$ cat src/rtl/dac_spi_pkg.sv
// Shared encodings for the DAC SPI responder: command codes, broadcast
// address, frame length and the frame-control state type.
package dac_spi_pkg;

  localparam int FRAME_BITS = 24;

  localparam logic [3:0] CMD_WR    = 4'h0;
  localparam logic [3:0] CMD_UPD   = 4'h1;
  localparam logic [3:0] CMD_WRUPD = 4'h3;
  localparam logic [3:0] CMD_PD    = 4'h4;
  localparam logic [3:0] CMD_NOP   = 4'hF;

  localparam logic [3:0] ADDR_ALL  = 4'hF;

  typedef enum logic [1:0] {
    ST_IDLE   = 2'd0,
    ST_SHIFT  = 2'd1,
    ST_COMMIT = 2'd2
  } state_e;

endpackage

$ cat src/rtl/spi_in_sync.sv
// Two-flop synchronizer for one SPI pin plus a third flop that turns the
// synchronized level into single-cycle rise/fall pulses.
module spi_in_sync #(
  parameter logic INIT = 1'b0
) (
  input  logic CLKB,
  input  logic RESET,
  input  logic din,
  output logic lvl,
  output logic rise,
  output logic fall
);

  logic [2:0] stg_r;

  // stg_r[1] is the synchronized level, stg_r[2] its one-cycle-old copy
  always_ff @(posedge CLKB or negedge RESET) begin
    if (!RESET) begin
      stg_r <= {3{INIT}};
    end else begin
      stg_r <= {stg_r[1:0], din};
    end
  end

  assign lvl  = stg_r[1];
  assign rise = stg_r[1] & ~stg_r[2];
  assign fall = ~stg_r[1] & stg_r[2];

endmodule

$ cat src/rtl/dac_spi_resp.sv
// Emulated multi-channel SPI DAC: receives 24-bit frames, applies the DAC
// commands and echoes the previously accepted frame on MISO.
module dac_spi_resp #(
  parameter int NCH        = 8,
  parameter int FRAME_BITS = dac_spi_pkg::FRAME_BITS
) (
  input  logic                CLKB,
  input  logic                RESET,
  input  logic                spi_sync,
  input  logic                spi_sclk,
  input  logic                spi_mosi,
  output logic                spi_miso,
  output logic                frame_valid,
  output logic                frame_err,
  output logic [3:0]          frame_cmd,
  output logic [3:0]          frame_addr,
  output logic [15:0]         frame_data,
  output logic [NCH*16-1:0]   dac_code,
  output logic [NCH-1:0]      pd_mask
);

  import dac_spi_pkg::*;

  logic sync_lvl_s, sync_rise_s, sync_fall_s;
  logic sclk_lvl_s, sclk_rise_s, sclk_fall_s;
  logic mosi_lvl_s, mosi_rise_s, mosi_fall_s;
  logic unused_s;

  spi_in_sync #(.INIT(1'b1)) u_sync_sync (
    .CLKB(CLKB), .RESET(RESET), .din(spi_sync),
    .lvl(sync_lvl_s), .rise(sync_rise_s), .fall(sync_fall_s)
  );

  spi_in_sync #(.INIT(1'b0)) u_sclk_sync (
    .CLKB(CLKB), .RESET(RESET), .din(spi_sclk),
    .lvl(sclk_lvl_s), .rise(sclk_rise_s), .fall(sclk_fall_s)
  );

  spi_in_sync #(.INIT(1'b0)) u_mosi_sync (
    .CLKB(CLKB), .RESET(RESET), .din(spi_mosi),
    .lvl(mosi_lvl_s), .rise(mosi_rise_s), .fall(mosi_fall_s)
  );

  assign unused_s = ^{sclk_lvl_s, mosi_rise_s, mosi_fall_s};

  logic [1:0]            live_r;
  logic                  armed_r;
  state_e                state_r, state_s;
  logic [4:0]            bit_cnt_r;
  logic [FRAME_BITS-1:0] shift_r, echo_r, miso_sh_r, load_s;
  logic                  miso_r;
  logic                  start_s, in_frame_s, commit_s, good_s;
  logic [3:0]            cmd_s, addr_s;
  logic [15:0]           data_s;
  logic [15:0]           in_reg_r [NCH];
  logic [15:0]           dac_r    [NCH];
  logic [NCH-1:0]        pd_r;
  logic                  frame_valid_r, frame_err_r;
  logic [3:0]            frame_cmd_r, frame_addr_r;
  logic [15:0]           frame_data_r;

  // Sync stages reset high, so a line still held low after reset would look
  // like a fall; frames only start once sync has really been seen high.
  always_ff @(posedge CLKB or negedge RESET) begin
    if (!RESET) begin
      live_r  <= 2'b00;
      armed_r <= 1'b0;
    end else begin
      live_r <= {live_r[0], 1'b1};
      if (live_r[1] && sync_lvl_s) begin
        armed_r <= 1'b1;
      end
    end
  end

  assign start_s    = sync_fall_s & armed_r;
  assign in_frame_s = (state_r == ST_SHIFT) & ~sync_lvl_s;
  assign commit_s   = (state_r == ST_COMMIT);
  assign good_s     = commit_s & (bit_cnt_r == 5'(FRAME_BITS));
  assign cmd_s      = shift_r[FRAME_BITS-1 -: 4];
  assign addr_s     = shift_r[FRAME_BITS-5 -: 4];
  assign data_s     = shift_r[15:0];
  // A frame committed in the same cycle a new one starts is echoed at once.
  assign load_s     = good_s ? shift_r : echo_r;

  always_ff @(posedge CLKB or negedge RESET) begin
    if (!RESET) begin
      state_r <= ST_IDLE;
    end else begin
      state_r <= state_s;
    end
  end

  always_comb begin
    state_s = state_r;
    case (state_r)
      ST_IDLE: begin
        if (start_s) state_s = ST_SHIFT;
        else         state_s = ST_IDLE;
      end
      ST_SHIFT: begin
        if (sync_rise_s) state_s = ST_COMMIT;
        else             state_s = ST_SHIFT;
      end
      ST_COMMIT: begin
        if (start_s) state_s = ST_SHIFT;
        else         state_s = ST_IDLE;
      end
      default: state_s = ST_IDLE;
    endcase
  end

  always_ff @(posedge CLKB or negedge RESET) begin
    if (!RESET) begin
      bit_cnt_r <= 5'd0;
      shift_r   <= '0;
      miso_sh_r <= '0;
      miso_r    <= 1'b0;
    end else if (start_s) begin
      bit_cnt_r <= 5'd0;
      shift_r   <= '0;
      miso_sh_r <= load_s;
      miso_r    <= load_s[FRAME_BITS-1];
    end else if (in_frame_s) begin
      if (sclk_rise_s) begin
        shift_r   <= {shift_r[FRAME_BITS-2:0], mosi_lvl_s};
        bit_cnt_r <= (bit_cnt_r == 5'd31) ? bit_cnt_r : bit_cnt_r + 5'd1;
      end
      if (sclk_fall_s) begin
        miso_sh_r <= {miso_sh_r[FRAME_BITS-2:0], 1'b0};
        miso_r    <= miso_sh_r[FRAME_BITS-2];
      end
    end else begin
      miso_r <= 1'b0;
    end
  end

  always_ff @(posedge CLKB or negedge RESET) begin
    if (!RESET) begin
      frame_valid_r <= 1'b0;
      frame_err_r   <= 1'b0;
      frame_cmd_r   <= 4'h0;
      frame_addr_r  <= 4'h0;
      frame_data_r  <= 16'h0000;
      echo_r        <= '0;
      pd_r          <= '0;
      for (int i = 0; i < NCH; i++) begin
        in_reg_r[i] <= 16'h0000;
        dac_r[i]    <= 16'h0000;
      end
    end else begin
      frame_valid_r <= good_s;
      frame_err_r   <= commit_s & ~good_s;
      if (good_s) begin
        frame_cmd_r  <= cmd_s;
        frame_addr_r <= addr_s;
        frame_data_r <= data_s;
        echo_r       <= shift_r;
      end
      for (int i = 0; i < NCH; i++) begin
        if (good_s && ((addr_s == ADDR_ALL) || (addr_s == 4'(i)))) begin
          case (cmd_s)
            CMD_WR: in_reg_r[i] <= data_s;
            CMD_UPD: begin
              dac_r[i] <= in_reg_r[i];
              pd_r[i]  <= 1'b0;
            end
            CMD_WRUPD: begin
              in_reg_r[i] <= data_s;
              dac_r[i]    <= data_s;
              pd_r[i]     <= 1'b0;
            end
            CMD_PD:  pd_r[i] <= 1'b1;
            default: ;
          endcase
        end
      end
    end
  end

  for (genvar g = 0; g < NCH; g++) begin : g_dac
    assign dac_code[16*g +: 16] = dac_r[g];
  end

  assign spi_miso    = miso_r;
  assign frame_valid = frame_valid_r;
  assign frame_err   = frame_err_r;
  assign frame_cmd   = frame_cmd_r;
  assign frame_addr  = frame_addr_r;
  assign frame_data  = frame_data_r;
  assign pd_mask     = pd_r;

endmodule

$ cat config.mk
export PLATFORM = sky130hd
export DESIGN_NAME = dac_spi_resp
export DESIGN_NICKNAME = d
export VERILOG_FILES = /design/src/rtl/dac_spi_pkg.sv /design/src/rtl/spi_in_sync.sv /design/src/rtl/dac_spi_resp.sv
export SDC_FILE = /design/constraint.sdc
export NUM_CORES = 1
export LEC_CHECK = 0
export BUFFER_PORTS_ARGS = -buffer_cell sky130_fd_sc_hd__buf_2
export CORE_MARGIN = 2
export CORE_UTILIZATION = 35
export CTS_BUF_LIST = sky130_fd_sc_hd__clkbuf_16
export CTS_CLUSTER_SIZE = 12
export DETAILED_ROUTE_END_ITERATION = 6
export HOLD_SLACK_MARGIN = 0.08
export PLACE_DENSITY = 0.54
export SYNTH_ARGS = -nofsm -noshare
export SYNTH_HDL_FRONTEND = slang
export SYNTH_SLANG_ARGS = --single-unit
$ cat constraint.sdc
create_clock -name CLKB -period 6.25 [get_ports CLKB]
set_clock_uncertainty 0.2 [all_clocks]
set_input_delay 0.3125 -clock CLKB [delete_from_list [all_inputs] [get_ports CLKB]]
set_output_delay 0.3125 -clock CLKB [all_outputs]
set_load 0.01 [all_outputs]
==> reports/results.ini, run 1 <==
[synth]
synth_top_flop_cell=dfrtp_1
ys_seq_elements=380
synth_cells=1367
syn-cell-area_um2=16010
ys_types=61
ys_warn_count=0
synth-async-reset-ratio_pct=100.0
synth-seq-area-share_pct=59.44
synth_edf_count=0
syn_nets=1375
postSynthAreaPerCell_um2=11.71

[floorplanning]
rows=78
die_area_um2=47460
die_x_um=217.8
start_util_pct=35.34
core_area_um2=45280
pin_count=168
die_h_um=217.8

[timing]
min_period_ns=3.591
worst_pin_slew_ns=1.254
finalMaxSlewViolations=0
whs_ns=0.1500
finalSetupViolCount=0
relSlewSlack_pct=15.74
finalHoldViolCount=0
rsz0062_at_grt=false
final.setup.tns_ns=0
fmax_ghz=0.2785
period_share_pct=57.45

[critical_path]
path_delay_family=simple AND/OR/NAND/NOR gates
end_kind=register
slowest_delay_ns=0.84
arrival_ns=3.83
worstPathRequired_ns=6.48
slowest_stage=nor3_2
cp_num_buf_inv=0
crit_path_cell_trace=or3b_1 > nor3_2 > nand2_1 > a22o_1
critPathKind=reg -> reg
start_kind=register
cp_max_fo=22

[pwr]
ir_drop_mv=0.1420
leakage_uw=0.009782
p_per_area_nw_per_um2=259.1
total_power_uw=4797

[cts]
cts_root_buffer=clkbuf_16
clk_pin_slew_ns=0.06
cts_tree=done
cts_buffers=42
clockBufferDepth=3
htreeDepth=2
ctsResizeCount=0
cts_hold_buf=4
cts_sinks=380
postCtsSetupRepairBufs=0
insertion_delay_ns=0.54

[global_route]
grt_pass1_wl_mm=65.69
track_usage_pct=18.09
grt_antenna_before_repair=0
grt_start_max_net_pins=166
overflow=0
grt_pass1_vias=10510

[finish]
fin_nets=1497
final_common_cell=dfrtp_1
drive_gt1_share_pct=25.54
register_area_um2=9513
multi_input_area_um2=5578
diodes=0
n_fill_cell=4424
layoutNonFillerInstCount=2119
syn_to_final_growth_pct=15.68
layout_common_cells=377 x dfrtp_1, 177 x a21oi_1, 166 x buf_2

[drt]
wl_per_cell_um=20.01
drc=0
vias=10418
viasPerCell=4.916
wl_mm=42.41
drtIter0Drc=696
antenna_left=0
firstDrtPassIters=6

[placed_design]
place.port_buffers=167
dp_hpwl_mm=27.53
gp_congestion=0.7613
dp.cells=2041

[worst_hold_path]
hp-class=reg -> reg

[flow_run]
timing.max_cap.violations=0

[outcome]
outcome=finished, final reports clean

[power breakdown]
part | switching [uW] | internal (uW)
logic | 79.0 | 23.2
clock network | 974 | 1240
registers | 10.9 | 2470
[through the flow]
step           util, %  setup slack, ns  area [um2]
2_1_floorplan        -            3.753       16010
3_3_place_gp     38.12            2.812       17260
3_5_place_dp     38.12            2.679       17260
4_1_cts          40.89            2.654       18520
5_1_grt          40.89            2.408       18520
6_report         40.89            2.659       18520
[cell usage after synthesis (2+ instances only)]
cell | n | area, um2
a21oi_1 | 177 | 885.9
a22o_1 | 5 | 43.79
a31oi_1 | 7 | 43.79
and2_1 | 15 | 93.84
and3_1 | 6 | 37.54
and3b_1 | 2 | 17.52
buf_1 | 14 | 52.55
buf_2 | 23 | 115.1
buf_4 | 4 | 30.03
buf_6 | 3 | 33.78
buf_8 | 2 | 30.03
clkbuf_1 | 59 | 221.5
dfrtp_1 | 377 | 9434
dfstp_2 | 3 | 78.83
ha_1 | 3 | 37.54
inv_1 | 122 | 457.9
mux2_2 | 107 | 1205
mux2_4 | 20 | 300.3
mux2i_1 | 155 | 1551
nand2_1 | 130 | 488.0
nand2_2 | 6 | 37.54
nand2b_1 | 2 | 12.51
nand3_1 | 5 | 25.02
nor2_1 | 25 | 93.84
nor2_4 | 3 | 33.78
nor2b_1 | 3 | 18.77
nor3_1 | 8 | 40.04
nor3_2 | 2 | 20.02
nor3b_1 | 2 | 15.01
o21ai_0 | 27 | 135.1
o21ai_1 | 10 | 50.05
o22ai_1 | 3 | 18.77
or2_1 | 2 | 12.51
or2_2 | 2 | 12.51
or3b_1 | 2 | 17.52
or4_1 | 2 | 15.01
xnor2_1 | 4 | 35.03
xor2_1 | 2 | 17.52
[routing by layer]
layer / part of all wire [%] / global-route usage (%) / wire [um] / vias up
met5: 0 / 0 / 0 / -
met4: 1.5 / 3.832 / 616 / 0
met1: 47 / 25.85 / 19880 / 5307
met2: 47 / 29.00 / 19930 / 233
met3: 4.7 / 2.985 / 1980 / 50
li1: - / - / - / 4828
[cell families (layout without fill, tap and decap cells)]
kind of cell             Yosys count  after routing  synth area share, %
AO/OA/AOI/OAI                    237            237                7.888
XOR/XNOR                           6              6               0.3283
adder cells (fa/ha/maj)            3              3               0.2345
buffers and inverters            228            380                5.902
flip-flops                       380            380                59.44
multiplexers                     283            283                19.17
other                              1              1              0.02343
AND/OR/NAND/NOR                  229            229                7.020
[layout make-up]
| type | count | share of cell area, % |
|---|---|---|
| Clock buffer | 43 | 5.812 |
| Clock inverter | 31 | 0.7298 |
| Inverter | 123 | 2.494 |
| Multi-Input combinational cell | 759 | 30.13 |
| Sequential cell | 380 | 51.38 |
| Tap cell | 600 | 4.055 |
| Timing Repair Buffer | 183 | 5.406 |
[worst paths after layout]
| path | startpoint | endpoint | slack (ns) | cells past startpoint |
|---|---|---|---|---|
| setup / recovery | shift_r[20] | pd_mask[3] | 2.66 | 4 |
| hold / removal | u_sclk_sync.stg_r[0] | u_sclk_sync.stg_r[1] | 0.15 | 0 |
| setup reg to reg | shift_r[20] | pd_mask[3] | 2.66 | 4 |
| hold reg to reg | u_sclk_sync.stg_r[0] | u_sclk_sync.stg_r[1] | 0.15 | 0 |
| max in group asynchronous | RESET | dac_code[41] | 4.11 | 3 |
| min in group asynchronous | RESET | dac_code[100] | 0.23 | 2 |
[registers in the layout, indices dropped and copies added (netlist names)]
register           cells
u_sclk_sync.stg_r      3
spi_miso               1
u_mosi_sync.stg_r      2
frame_addr             4
in_reg_r             128
frame_valid            1
miso_sh_r             23
frame_cmd              4
echo_r                24
u_sync_sync.stg_r      3
frame_data            16
armed_r                1
bit_cnt_r              5
pd_mask                8
frame_err              1
live_r                 2
shift_r               24
dac_code             128
state_r                2
No activity file was read; power rests on OpenSTA's default activity.
==> run 2, diff against run 1 <==
Settings changed: ABC_AREA set to 1, PLACE_DENSITY 0.54 to 0.56.
Clock period 6.25 ns to 3.1 ns, I/O delays scaled along.
==> run 2 against run 1 <==
Effect of this change: final cell count is 30% higher; via count increased by 38%; count of clock-buffer cells in the layout grew 1; critical path depth grew 3; hold slack worse by 0.0028 ns; the flow now finishes with violations (DRC); worst setup slack worse by 2.2 ns; largest power group unchanged; utilization increased by 1.1 points; register-to-register slack got worse by 2.2 ns.
==> reports/results.ini, run 2 <==
[outcome]
outcome=finished, violations left
violations=DRC

[synth]
synth_xor_xnor_area_share_pct=0.05280  ; -0.28 points
ys_seq_elements=380  ; unchanged
synth_edf_count=0  ; unchanged
syn-cell-area_um2=16590  ; +3.6%
synth-simple-area-share_pct=34.52  ; +27 points
syn_nets=1970  ; +43%
synth-async-reset-ratio_pct=100.0  ; unchanged
postSynthAreaPerCell_um2=8.455  ; -28%
yosys.area.top_type_share_pct=56.87  ; -2.1 points
synth_top_family_by_area=simple AND/OR/NAND/NOR gates
synth-seq-area-share_pct=57.35  ; -2.1 points
synth_cells=1962  ; +44%
synthAdderAreaFrac_pct=0.2263  ; -0.0082 points
yosys-mux-area-fraction_pct=0  ; -19 points
synthTopCellsByCount=912 x nand2_1, 377 x dfrtp_1, 193 x nand4_1, 166 x nand3_1, 62 x clkbuf_1
synth.largest_area_cell=dfrtp_1
synth_most_common_cell=nand2_1
synth_top_flop_cell=dfrtp_1
ys_types=33  ; -46%
post_synth_main_area_contributors=dfrtp_1 57%, nand2_1 21%, nand4_1 7.3%
synth-compound-area-share_pct=2.753  ; -5.1 points
ys_warn_count=0  ; unchanged

[critical_path]
start_kind=register
arrival_ns=2.95  ; -0.88 ns
end_kind=register
slowest_stage=dfrtp_1
crit_top_cell=nand2_1
slowest_delay_ns=0.64  ; -0.20 ns
critPathKind=reg -> reg
cp_max_fo=36  ; +64%
worstPathRequired_ns=3.36  ; -3.12 ns
crit_path_cell_trace=inv_1 > nand3_1 > nand2_4 > buf_4 > nand3_2 > nand2_1 > nand2_1

[placed_design]
gp_congestion=0.8481  ; +11%
dp_hpwl_mm=33.71  ; +22%
pre_cts_slack_ns=0.4227  ; -2.256 ns
place.port_buffers=167  ; unchanged

[cts]
clk_pin_slew_ns=0.06  ; about the same
cts_root_buffer=clkbuf_16
cts_tree=done
insertion_delay_ns=0.57  ; +0.03 ns
htreeDepth=2  ; unchanged
clockBufferDepth=3  ; unchanged
cts_sinks=380  ; unchanged
cts_buffers=43  ; +2.4%
ctsResizeCount=0  ; unchanged

[drt]
vias=14371  ; +38%
viasPerCell=5.222  ; +6.2%
wl_per_cell_um=19.06  ; -4.7%
drtIter0Drc=1431  ; +110%
firstDrtPassIters=7  ; +1
drc=13  ; +13
wl_mm=52.46  ; +24%
antenna_left=0  ; unchanged

[global_route]
track_usage_pct=21.34  ; +3.2 points
grt_antenna_before_repair=0  ; unchanged
grt_pass1_vias=13672  ; +30%
grt_start_max_net_pins=129  ; -22%
overflow=0  ; unchanged
grt_pass1_wl_mm=82.06  ; +25%

[flow_run]
timing.max_cap.violations=0  ; unchanged

[floorplanning]
start_util_pct=35.56  ; +0.21 points
die_h_um=221.7  ; +1.8%
core_area_um2=46650  ; +3.0%
die_x_um=221.7  ; +1.8%
rows=79  ; +1.3%
die_area_um2=49150  ; +3.6%
pin_count=168  ; unchanged

[finish]
final_common_cell=nand2_1
diodes=0  ; unchanged
syn_to_final_growth_pct=18.11
drive_gt1_share_pct=16.22  ; -9.3 points
fin_nets=2123  ; +42%
layout_common_cells=912 x nand2_1, 377 x dfrtp_1, 193 x nand4_1

[pwr]
total_power_uw=10020  ; +110%
p_per_area_nw_per_um2=511.6  ; +97%
leakage_uw=0.01116  ; +14%
ir_drop_mv=0.3136  ; +120%

[timing]
relSlewSlack_pct=46.68  ; +31 points
rsz0062_at_grt=false
setup_ws_ns=0.4145  ; -2.245 ns
whs_ns=0.1472  ; -0.002836 ns
min_period_ns=2.686  ; -0.9054 ns
worst_pin_slew_ns=0.7999  ; -0.4546 ns
fmax_ghz=0.3724  ; +34%
finalSetupViolCount=0  ; unchanged
finalHoldViolCount=0  ; unchanged
period_share_pct=86.63  ; +29 points
finalMaxSlewViolations=0  ; unchanged
final.setup.tns_ns=0  ; unchanged

[worst_hold_path]
hp-class=reg -> reg

## run 2: final cells by class
cell class | count | area, um2
fill | 4752 | 27060
sequential | 380 | 9513
multi-input combinational | 1394 | 6256
timing repair buffer | 258 | 1612
clock buffer | 44 | 1101
tap | 607 | 759.5
clock inverter | 31 | 203.9
inverter | 38 | 147.6
## run 2: kinds of logic (layout without fill, tap and decap cells)
group / count (synthesis) / count (layout)
flops: 380 / 380
xor+xnor: 1 / 1
buf+inv: 188 / 371
other cells: 1 / 1
compound gates: 83 / 83
fa+ha+maj: 3 / 3
simple gates: 1306 / 1306
## run 2: metrics by stage
stage / area [um2] / std cells / util [%]
floorplan: 16590 / 1962 / -
global placement: 18210 / 2669 / 39.03
detailed placement: 18210 / 2669 / 39.03
CTS: 19590 / 2752 / 41.99
global route: 19590 / 2752 / 41.99
finish: 19590 / 2752 / 41.99
## run 2: worst paths after layout
path                                      end  cells after the start  slack, ns   startpoint
worst max register to register   in_reg_r[37]                      7       0.41  shift_r[21]
worst min-delay path                live_r[1]                      0       0.15    live_r[0]
worst max-delay path             in_reg_r[37]                      7       0.41  shift_r[21]
worst min register to register      live_r[1]                      0       0.15    live_r[0]
min in group asynchronous        dac_code[35]                      3       0.53        RESET
max in group asynchronous       dac_code[105]                      4       1.19        RESET
## run 2: critical path, delay by kind of cell (launching register included)
family | cells | cell delay [ns]
AND/OR/NAND/NOR | 5 | 1.11
flip-flops | 1 | 0.64
buffers and inverters | 2 | 0.62
## run 2: repair_timing
action | CTS | global route
setup buffers | 0 | 0
hold buffers | 8 | 0
endpoints found under the setup margin | 0 | 0
endpoints found under the hold margin | 362 | 0
## run 2: power by group
| part | internal [uW] | switching, uW | leakage (uW) | total [uW] |
|---|---|---|---|---|
| sequential | 4980 | 13.0 | 0.00528 | 4990 |
| combinational | 41.1 | 174 | 0.00520 | 215 |
| clock | 2730 | 2080 | 0.000681 | 4810 |
## run 2: metal layers
layer | track usage, % | wire length, um | up-vias
met2 | 31.67 | 23240 | 456
met5 | 0 | 0 | -
li1 | - | - | 6761
met4 | 7.825 | 1972 | 0
met1 | 31.29 | 23850 | 7055
met3 | 3.618 | 3401 | 99
==> run 3, diff against run 2 <==
Settings changed: PLACE_DENSITY 0.56 to 0.63.
==> run 3 against run 2 <==
Effect of this change: the run still ends with DRC left; global-route usage decreased by 0.91 points; hold slack got worse by 0.038 ns; combinational power hardly changed; first-iteration DRC count rose by 3.2%; critical endpoint is now in_reg_r[48]; non-clock buffer count increased by 2; fmax is 1.2% higher; sequential power is essentially flat; cell area up 0.26%; register-to-register slack improved by 0.03 ns; worst setup slack improved by 0.031 ns; die area unchanged; power rose by 0.48%.
==> reports/results.ini, run 3 (synthesized netlist as in run 2, its figures left out) <==
[critical_path]
start_kind=register
arrival_ns=2.90  ; -0.05 ns
cp-startpoint=shift_r[21]
r2r-start=shift_r[21]
end_kind=register
critPathKind=reg -> reg
cp_max_fo=52  ; +44%
worstPathRequired_ns=3.35  ; about the same

[cts]
cts_sinks=380  ; unchanged
clk_pin_slew_ns=0.06  ; about the same
postCtsSetupRepairBufs=0  ; unchanged
ctsResizeCount=0  ; unchanged
cts_hold_buf=8  ; unchanged
cts_tree=done
htreeDepth=2  ; unchanged
insertion_delay_ns=0.56  ; about the same
cts_root_buffer=clkbuf_16
cts_buffers=43  ; unchanged
clockBufferDepth=3  ; unchanged

[drt]
wl_mm=50.65  ; -3.5%
firstDrtPassIters=7  ; unchanged
wl_met3_mm=3.698  ; +8.7%
drc=12  ; -1
topRoutingLayerUsed=met4
antenna_left=0  ; unchanged
vias=14468  ; +0.67%
wl_met1_mm=22.11  ; -7.3%
wl_per_cell_um=18.42  ; -3.4%
viasPerCell=5.261  ; +0.75%
wl_met2_mm=22.50  ; -3.2%
drtIter0Drc=1477  ; +3.2%

[timing]
final.setup.tns_ns=0  ; unchanged
rsz0062_at_grt=false
fmax_ghz=0.3768  ; +1.2%
finalHoldViolCount=0  ; unchanged
whs_ns=0.1095  ; -0.03770 ns
worst_pin_slew_ns=0.7736  ; -0.02622 ns
relSlewSlack_pct=48.42  ; +1.7 points
finalSetupViolCount=0  ; unchanged
finalMaxSlewViolations=0  ; unchanged
setup_ws_ns=0.4458  ; +0.03135 ns
min_period_ns=2.654  ; -0.03135 ns
period_share_pct=85.62  ; -1.0 points

[finish]
n_fill_cell=4700  ; -1.1%
final_common_cell=nand2_1
diodes=0  ; unchanged
drive_gt1_share_pct=16.19  ; -0.032 points
layout_common_cells=912 x nand2_1, 377 x dfrtp_1, 193 x nand4_1
fin_nets=2125  ; +0.094%
syn_to_final_growth_pct=18.41
layoutNonFillerInstCount=2750  ; -0.073%

[pwr]
pwr-share-comb_pct=2.1  ; about the same
sequentialPowerShare_pct=49.6  ; -0.2 points
p_switching_uw=2210  ; -2.6%
ir_drop_mv=0.3808  ; +21%
p_sw_share_pct=21.94  ; -0.70 points
leakage_uw=0.01117  ; +0.13%
p_per_area_nw_per_um2=512.8  ; +0.23%
total_power_uw=10070  ; +0.48%
p_int_uw=7862  ; +1.4%
clkPwrFrac_pct=48.2  ; +0.2 points

[placed_design]
pre_cts_slack_ns=0.5654  ; +0.1427 ns
place.port_buffers=167  ; unchanged
dp.cells=2671  ; +0.075%
gp_congestion=0.8284  ; -2.3%
dp_hpwl_mm=32.91  ; -2.4%

[worst_hold_path]
hp-class=in -> async

[global_route]
grt_pass1_vias=13843  ; +1.3%
overflow=0  ; unchanged
track_usage_pct=20.43  ; -0.91 points
grt_start_max_net_pins=129  ; unchanged
grt_pass1_wl_mm=79.22  ; -3.5%
grt_antenna_before_repair=0  ; unchanged

[outcome]
violations=DRC
outcome=finished, violations left

[floorplanning]
die_x_um=221.7  ; unchanged
start_util_pct=35.56  ; unchanged
die_h_um=221.7  ; unchanged
die_area_um2=49150  ; unchanged
core_area_um2=46650  ; unchanged
pin_count=168  ; unchanged
rows=79  ; unchanged

[flow_run]
timing.max_cap.violations=0  ; unchanged

==> run 3: changes by cell type in the layout (fill, tap and decap cells not counted), sizes merged <==
| cell | previous run | this run |
|---|---|---|
| inv | 50 | 45 |
| buf | 250 | 253 |
| clkinv | 17 | 15 |
| bufinv | 2 | 3 |
| clkbuf | 44 | 45 |
| clkinvlp | 0 | 1 |
| dlygate4sd3 | 8 | 7 |
==> run 3: final cells by class <==
type	instances	area (um2)	area share, %
flip-flops and latches	380	9513	48.43
multi-input cells	1394	6256	31.85
repair buffers	260	1657	8.434
clock buffers	45	1126	5.733
well taps	607	759.5	3.866
clock inverters	26	183.9	0.9364
inverters	38	147.6	0.7516
==> run 3: worst max-delay path, cell delays in order, from the launching register on <==
cell and delay, ns:
dfrtp_1 0.84, nand3_4 0.20, nand2_4 0.41, buf_12 0.29, nand3_2 0.33, nand2_1 0.18, nand2_1 0.06
==> run 3: power by group through the flow <==
stage	sequential [uW]	combinational [uW]	clock (uW)
after global routing	5000	247	5180
after floorplan	5080	63.7	0
final	5000	213	4860
after global placement	5090	200	0
after CTS	5000	220	4960
after detailed placement	5090	205	0
==> run 3: final timing paths <==
check / to / slack (ns) / cells past startpoint
min: in_reg_r[97] / 0.11 / 3
max in group asynchronous: u_sync_sync.stg_r[2] / 2.16 / 3
max: in_reg_r[48] / 0.45 / 6
min in group CLKB: live_r[1] / 0.15 / 0
max reg2reg: in_reg_r[48] / 0.45 / 6
min reg2reg: live_r[1] / 0.15 / 0
==> run 3: per-layer routing <==
layer,vias to the layer above,track usage [%]
li1,6757,-
met1,7028,28.54
met2,554,30.54
met3,129,4.294
met4,0,9.220
met5,-,0
==> run 3: through the flow <==
| step | instance area, um2 | utilization, % |
|---|---|---|
| after floorplan | 16590 | - |
| after global placement | 18240 | 39.09 |
| after detailed placement | 18240 | 39.09 |
| after CTS | 19640 | 42.10 |
| after global routing | 19640 | 42.10 |
| final | 19640 | 42.10 |
